===== config.mk =====
export PLATFORM = sky130hd
export DESIGN_NAME = vlsu_mem_sequencer
export DESIGN_NICKNAME = d
export VERILOG_FILES = /design/src/rtl/vlsu_mem_sequencer.sv
export SDC_FILE = /design/constraint.sdc
export NUM_CORES = 1
export LEC_CHECK = 0
export ABC_AREA = 1
export CORE_ASPECT_RATIO = 0.6
export CORE_UTILIZATION = 45
export CTS_CLUSTER_DIAMETER = 120
export CTS_CLUSTER_SIZE = 8
export DETAILED_ROUTE_END_ITERATION = 6
export PLACE_DENSITY = 0.8
export SYNTH_ARGS = -nofsm -noshare
export SYNTH_HDL_FRONTEND = slang
export SYNTH_SLANG_ARGS = --single-unit

===== constraint.sdc =====
create_clock -name clk -period 4.2 [get_ports clk]
set_clock_uncertainty 0.15 [all_clocks]
set_input_delay 0.63 -clock clk [delete_from_list [all_inputs] [get_ports clk]]
set_output_delay 0.63 -clock clk [all_outputs]
set_load 0.005 [all_outputs]

===== src/rtl/vlsu_mem_sequencer.sv =====
// Vector load/store memory sequencer: walks the active elements of a vector
// access, issuing one scalar memory request per element and assembling loads.
module vlsu_mem_sequencer #(
  parameter int unsigned NLANES = 4,
  parameter int unsigned XLEN   = 32
) (
  input  logic                     clk,
  input  logic                     rst,
  input  logic                     start,
  input  logic                     is_store,
  input  logic [2:0]               width,
  input  logic [2:0]               vl,
  input  logic [XLEN-1:0]          base_addr,
  input  logic [XLEN-1:0]          offset0,
  input  logic [XLEN-1:0]          offset1,
  input  logic [XLEN-1:0]          offset2,
  input  logic [XLEN-1:0]          offset3,
  input  logic [NLANES*XLEN-1:0]   store_data,
  output logic                     mem_req_valid,
  input  logic                     mem_req_ready,
  output logic [XLEN-1:0]          mem_addr,
  output logic                     mem_we,
  output logic [3:0]               mem_be,
  output logic [XLEN-1:0]          mem_wdata,
  input  logic                     mem_rvalid,
  input  logic [XLEN-1:0]          mem_rdata,
  output logic                     busy,
  output logic                     done,
  output logic                     err,
  output logic [NLANES*XLEN-1:0]   load_data
);

  localparam int unsigned IDXW = 2;
  localparam logic [2:0] W_BYTE = 3'b000;
  localparam logic [2:0] W_HALF = 3'b101;
  localparam logic [2:0] W_WORD = 3'b110;

  typedef enum logic [1:0] {S_IDLE, S_REQ, S_WAIT, S_DONE} state_t;

  state_t                   r_state;
  state_t                   w_next;
  logic                     r_is_store;
  logic [2:0]               r_width;
  logic [2:0]               r_vl;
  logic [XLEN-1:0]          r_base;
  logic [XLEN-1:0]          r_off [NLANES];
  logic [NLANES*XLEN-1:0]   r_sdata;
  logic [NLANES*XLEN-1:0]   r_load_data;
  logic                     r_err;
  logic [IDXW-1:0]          r_idx;

  logic [2:0]               w_vl_clamp;
  logic                     w_width_ok;
  logic                     w_accept;
  logic [XLEN-1:0]          w_addr;
  logic [1:0]               w_a;
  logic [4:0]               w_shamt;
  logic                     w_last;
  logic [XLEN-1:0]          w_elem;
  logic [XLEN-1:0]          w_mask;
  logic [3:0]               w_be;
  logic [XLEN-1:0]          w_wdata;
  logic [XLEN-1:0]          w_rext;

  assign w_vl_clamp = (vl > 3'd4) ? 3'd4 : vl;
  assign w_width_ok = (width == W_BYTE) || (width == W_HALF) || (width == W_WORD);
  assign w_accept   = (r_state == S_IDLE) && start;
  assign w_addr     = r_base + r_off[r_idx];
  assign w_a        = w_addr[1:0];
  assign w_shamt    = {w_a, 3'b000};
  assign w_last     = ({1'b0, r_idx} == (r_vl - 3'd1));
  assign w_elem     = r_sdata[{r_idx, 5'b00000} +: XLEN];

  // Element mask, byte enables and lane-aligned write/read data for the current element
  always_comb begin
    w_mask  = 32'hFFFF_FFFF;
    w_be    = 4'b1111;
    w_wdata = w_elem;
    w_rext  = mem_rdata;
    case (r_width)
      W_WORD: begin
        w_mask  = 32'hFFFF_FFFF;
        w_be    = 4'b1111;
        w_wdata = w_elem;
        w_rext  = mem_rdata;
      end
      W_HALF: begin
        w_mask  = 32'h0000_FFFF;
        w_be    = 4'b0011 << {w_a[1], 1'b0};
        w_wdata = (w_elem & w_mask) << w_shamt;
        w_rext  = (mem_rdata >> w_shamt) & w_mask;
      end
      default: begin
        w_mask  = 32'h0000_00FF;
        w_be    = 4'b0001 << w_a;
        w_wdata = (w_elem & w_mask) << w_shamt;
        w_rext  = (mem_rdata >> w_shamt) & w_mask;
      end
    endcase
  end

  // State register
  always_ff @(posedge clk) begin
    if (rst) r_state <= S_IDLE;
    else     r_state <= w_next;
  end

  // Next-state logic
  always_comb begin
    w_next = r_state;
    case (r_state)
      S_IDLE: begin
        if (start) begin
          if ((w_vl_clamp == 3'd0) || !w_width_ok) w_next = S_DONE;
          else                                      w_next = S_REQ;
        end
      end
      S_REQ: begin
        if (mem_req_ready) begin
          if (!r_is_store) w_next = S_WAIT;
          else if (w_last) w_next = S_DONE;
          else             w_next = S_REQ;
        end
      end
      S_WAIT: begin
        if (mem_rvalid) w_next = w_last ? S_DONE : S_REQ;
      end
      S_DONE:  w_next = S_IDLE;
      default: w_next = S_IDLE;
    endcase
  end

  // Output decode; request fields only driven while a request is presented
  always_comb begin
    mem_req_valid = 1'b0;
    mem_addr      = '0;
    mem_we        = 1'b0;
    mem_be        = 4'b0000;
    mem_wdata     = '0;
    busy          = (r_state != S_IDLE);
    done          = (r_state == S_DONE);
    err           = r_err;
    load_data     = r_load_data;
    if (r_state == S_REQ) begin
      mem_req_valid = 1'b1;
      mem_addr      = w_addr;
      mem_we        = r_is_store;
      mem_be        = w_be;
      mem_wdata     = w_wdata;
    end
  end

  // Operation context, element index and load assembly
  always_ff @(posedge clk) begin
    if (rst) begin
      r_is_store  <= 1'b0;
      r_width     <= 3'b000;
      r_vl        <= 3'd0;
      r_base      <= '0;
      for (int k = 0; k < NLANES; k++) r_off[k] <= '0;
      r_sdata     <= '0;
      r_load_data <= '0;
      r_err       <= 1'b0;
      r_idx       <= '0;
    end else if (w_accept) begin
      r_is_store  <= is_store;
      r_width     <= width;
      r_vl        <= w_vl_clamp;
      r_base      <= base_addr;
      r_off[0]    <= offset0;
      r_off[1]    <= offset1;
      r_off[2]    <= offset2;
      r_off[3]    <= offset3;
      r_sdata     <= store_data;
      r_load_data <= '0;
      r_err       <= !w_width_ok;
      r_idx       <= '0;
    end else begin
      case (r_state)
        S_REQ: begin
          if (mem_req_ready && r_is_store && !w_last) r_idx <= r_idx + 2'd1;
        end
        S_WAIT: begin
          if (mem_rvalid) begin
            r_load_data[{r_idx, 5'b00000} +: XLEN] <= w_rext;
            if (!w_last) r_idx <= r_idx + 2'd1;
          end
        end
        default: ;
      endcase
    end
  end

endmodule


---- Word-level counts from Yosys, hierarchy flattened ----
Memory sizes are Yosys's and may differ from the RTL's. A register that Yosys moved wholly into a read port is not among the register bits.
Index checks and enable logic that the tools add are counted.
W data, S select, Z words.
word-level totals
  bits in registers ....................... 300
  RAM bits ................................ 128
  input bits .............................. 332
  word-level logic and storage cells ...... 89
  memories kept ........................... 1
memories
  memory  words  bits a word  rd ports  clocked after memory_dff  wr ports  line  RTL
  r_off   4      32           1         1                         4         46    logic [XLEN-1:0] r_off [NLANES];
cells by class
  add/sub/neg operators ................... 4
  $lt $le $gt $ge ......................... 1
  equality and inequality tests ........... 13
  shift operators ......................... 8
  multiplexer cells ....................... 32
  bitwise gates (word level) .............. 4
  reductions and logical operators ........ 17
operators with widths
  kind                        number
  $mux W32                    6
  $bwmux W128                 1
  $pmux W32 S2                2
  $shift A32 B9 Y128 const A  1
  $shiftx A128 B8 Y32         1
  $shiftx A32 B9 Y128         1
  $add A32 B32 Y32            1
  $shl A16 B5 Y32             1
  $shl A8 B5 Y32              1
  $shr A32 B5 Y16             1
  $mux W2                     11
  $eq A3 B3 Y1 const B        4
  $neg A7 Y9                  1
  $ne A2 B2 Y1 const B        4
  $pmux W2 S4                 1
  $pmux W4 S2                 1
  $mux W1                     7
  $logic_not A3 Y1            2
  $eq A2 B2 Y1 const B        2
  $mux W4                     1
  $or A1 B1 Y1                4
  $pmux W2 S2                 1
  $reduce_and A4 Y1           1
  $reduce_bool A2 Y1          2
  16 further kinds            21

---- Depth between registers and ports, before layout ----
  depth after elaboration ................. 8
  gate-level depth with buffers ........... 19

---- Worst setup path before layout ----
OpenSTA, ideal clock, no wires.
  path kind ............................... reg2out
  start point ............................. register (tool-made name)
  end point ............................... output port mem_wdata[0]
  data arrival time ....................... 2.824 ns
  setup slack ............................. 0.596 ns
  cell stages (with the launch flop) ...... 16
  path buffers ............................ 3
  cell sequence ........................... dfxtp_1 -> clkbuf_1 -> inv_2 -> clkbuf_1 -> nor2_1 -> o22ai_1 -> ha_1 -> inv_1 -> fa_1 -> buf_2 -> inv_1 -> nor2_2 -> inv_1 -> nand2_1 -> nand2_1 -> nor2_1
RTL lines
  element    line  RTL
  to (decl)  24    output logic [XLEN-1:0] mem_wdata,

==> flow_metrics.py <==
metrics = {
    "sta": {
        "post-route-worst-setup-slack_ps": -189.3,
        "worstMarginPinSlew_ps": 932.7,
        "setup_violations": 3,
        "max_clock_freq_ghz": 0.2278,
        "fin_crit_ps": 4389,
        "rsz0062_at_grt": "true",
        "finalHoldViolations": 0,
        "tns_ps": -407.0,
        "period_share": 1.045,
        "max-slew-margin-rel": 0.3724,
        "final_max_slew_viol_count": 0,
    },
    "placement": {
        "detailedPlacementHpwl_um": 61150,
        "gp_congestion": 1.087,
        "port_buffer_count": 532,
        "number_of_placed_instances_with_taps_included": 3977,
    },
    "clock_tree": {
        "clock_sink_count": 430,
        "root_buffer": "clkbuf_16",
        "cts_tree": "built",
        "cts_max_level": 2,
        "clkTransAtPathRegs_ps": 60,
        "ctsHoldBuffers": 0,
        "clockBufferDepth": 3,
        "cts_made_buffers": 59,
        "clock_insertion_delay_worst_skew_ps": 590,
    },
    "die": {
        "placementRows": 61,
        "io_pins": 533,
        "dieWidth_um": 282.3,
        "floorplan.die.height_um": 170.2,
        "coreArea_sq_mm": 0.04640,
        "initial_core_utilization": 0.4571,
        "floorplan.die_area_sq_mm": 0.04804,
    },
    "worst_setup_path": {
        "worst_setup_path_end_kind": "primary output",
        "setup.worst_path.start_class": "flip-flop",
        "criticalPathCategory": "flip-flop to primary output",
        "timing.critical_path.required_ps": 3420,
        "critPathMaxFanout": 14,
        "crit_arrival_ps": 3610,
    },
    "power": {
        "p_leak_uw": 0.01320,
        "cellPowerDensity_mw_per_mm2": 484.2,
        "ir_drop_mv": 0.3474,
    },
    "synth": {
        "synth_cell_type_count": 40,
        "yosys.area_share.adder": 0.02277,
        "synth_area_per_cell_sq_um": 7.212,
        "asyncSetResetFlopFracSynth": 0,
        "main_combinational_cell_family_by_area_after_synthesis": "simple AND/OR/NAND/NOR gates",
        "seq_area_frac_synth": 0.4662,
        "edff_count_synth": 128,
        "yosys_register_bits": 430,
        "syn_inst": 2941,
        "yosys_warnings": 0,
        "yosysTopAreaCell": "dfxtp_1",
        "ys_dominant_reg_cell": "dfxtp_1",
        "syn-cell-area_sq_mm": 0.02121,
        "synth_compound_gate_area_share": 0.1385,
        "yosys.area_share.xor_xnor": 0.004129,
        "synth_top_area_frac": 0.2850,
        "synth_mux_area_frac": 0,
        "synth_simple_gate_area_frac": 0.2648,
        "postSynthNetCount": 3311,
        "synth_top_area_cells": "dfxtp_1 (29%), edfxtp_1 (18%), nand2_1 (11%), inv_1 (6.6%), nor2_1 (6.3%)",
    },
    "drt": {
        "wl_per_cell_um": 20.95,
        "antenna_violating_nets_post_route": 0,
        "drt-initial-drc-count": 3013,
        "number_of_iterations_in_the_first_detailed_routing_pass": 6,
        "vias_per_cell": 5.556,
        "route.detailed.drc": 0,
        "route.vias.total": 23010,
        "wl_um": 86790,
    },
    "finish": {
        "layout.cells.non_filler": 4142,
        "syn_to_final_growth_pct": 42.33,
        "num-nets-final": 3831,
        "mostFrequentLayoutCells": "nand2_1 (602), clkdlybuf4s50_1 (482), inv_1 (362), nor2_1 (317), dfxtp_1 (299)",
        "fraction_of_final_layout_cells_with_drive_strength_greater_than_1": 0.09928,
        "multi_input_area_sq_mm": 0.009801,
        "mostFrequentLayoutCell": "nand2_1",
        "sequential_cell_area_sq_mm": 0.009901,
        "fillCellCount": 3979,
    },
    "job": {
        "maxcap_viol_count": 0,
    },
    "global_route": {
        "first_pass_grt_wire_length_um": 123100,
        "grt-ovfl-total": 0,
        "vias_in_the_first_global_route": 20260,
        "grt_start_max_net_pins": 153,
        "track_usage": 0.3361,
        "grt_antenna_before_repair": 30,
    },
    "hold_path": {
        "timing.hold.worst.class": "flip-flop to flip-flop",
    },
    "outcome": {
        "failing_checks": "negative setup slack",
        "outcome": "finished with violations",
    },
}
critical path, stage by stage, from the launching register on:
cell and delay, ps:
dfxtp_4 420, inv_8 70, clkbuf_16 180, clkbuf_16 180, o21ai_2 120, o22ai_1 80
ha_1 390, nand2_2 150, inv_1 60, a21oi_2 180, nand2_1 100, a21oi_1 270
a21oi_1 120, nor2_1 170, clkdlybuf4s50_1 520
per-layer routing:
metal  vias up  GRT usage  wire, um
met2      1465     0.4623     35800
met3       252    0.08745     10750
met4        12     0.1645      3913
met1     10660     0.4829     36230
met5         -          0        99
li1      10620          -         -
report_power, final:
group | switching, uW | internal [uW] | total [uW]
Clock | 1800 | 2580 | 4380
Sequential | 210 | 4800 | 5010
Combinational | 3310 | 1920 | 5230
Total | 5320 | 9290 | 14600
Yosys cell counts, types with 2 or more instances:
library cell	instances
buf_1	5
o22ai_1	34
a31oi_1	8
buf_2	54
dfxtp_1	302
nand4_1	48
and2_1	7
buf_4	3
nor4_1	11
o21ai_0	230
a22oi_1	32
a21oi_1	231
xor2_1	3
nand3_1	257
ha_1	37
inv_2	7
edfxtp_1	128
nand2_1	643
nand2_2	2
o21bai_1	2
nor2_2	2
nor2_1	355
inv_1	373
nor3_1	16
clkbuf_1	119
clkinv_1	3
o211ai_1	9
xnor2_1	7
nor2_4	2
registers in the layout, summed over array words and instances (netlist names), named ones only:
| signal | cells |
|---|---|
| load_data | 128 |
| r_off | 128 |
| r_sdata | 128 |
| r_base | 32 |
| r_vl | 3 |
| r_width | 3 |
| r_idx | 2 |
| r_state | 2 |
| err | 1 |
| r_is_store | 1 |
final timing paths:
kind / from / endpoint / slack [ps] / cells past startpoint
setup / recovery: flip-flop / mem_addr[28] / -190 / 14
hold / removal: r_sdata[123]$_SDFFE_PP0P_ / r_sdata[123]$_SDFFE_PP0P_ / 290 / 2
setup reg to reg: flip-flop / load_data[42]$_SDFFE_PP0P_ / 600 / 16
hold reg to reg: r_sdata[123]$_SDFFE_PP0P_ / r_sdata[123]$_SDFFE_PP0P_ / 290 / 2
cell type report:
class,instances,share of cell area
Clock buffer,83,0.05292
Timing Repair Buffer,639,0.2164
Timing Repair inverter,1,0.0002487
Inverter,383,0.04866
Multi-Input combinational cell,1947,0.3246
Antenna cell,27,0.002238
Tap cell,630,0.02611
Sequential cell,430,0.3279
Clock inverter,2,0.0008289
what timing repair did:
item                       CTS  global route
gates cloned                 2             7
setup endpoints to repair   62            39
buffers inserted            22            22
resized for setup          139           154
pin swaps                   28            62
per-stage QoR:
step / hold WS (ps) / setup slack [ps] / util / total power, uW / instance area (sq um)
after floorplan: 263.6 / 596.2 / - / 7503 / 21210
after global placement: 272.1 / 218.9 / 0.5857 / 9300 / 27180
after detailed placement: 280.1 / 116.2 / 0.5857 / 9330 / 27180
after CTS: 293.6 / -124.8 / 0.6317 / 14030 / 29320
after global routing: 304.7 / -286.7 / 0.6503 / 15190 / 30180
final: 290.5 / -189.3 / 0.6506 / 14620 / 30190
kinds of logic (layout without fill, tap and decap cells):
kind of cell,after synthesis,in the layout
fa+ha+maj,38,38
flops,430,430
buf+inv,564,1108
xor+xnor,10,10
compound gates,552,552
simple gates,1347,1347
other cells,0,27
Power figures use the tool's default switching activity.
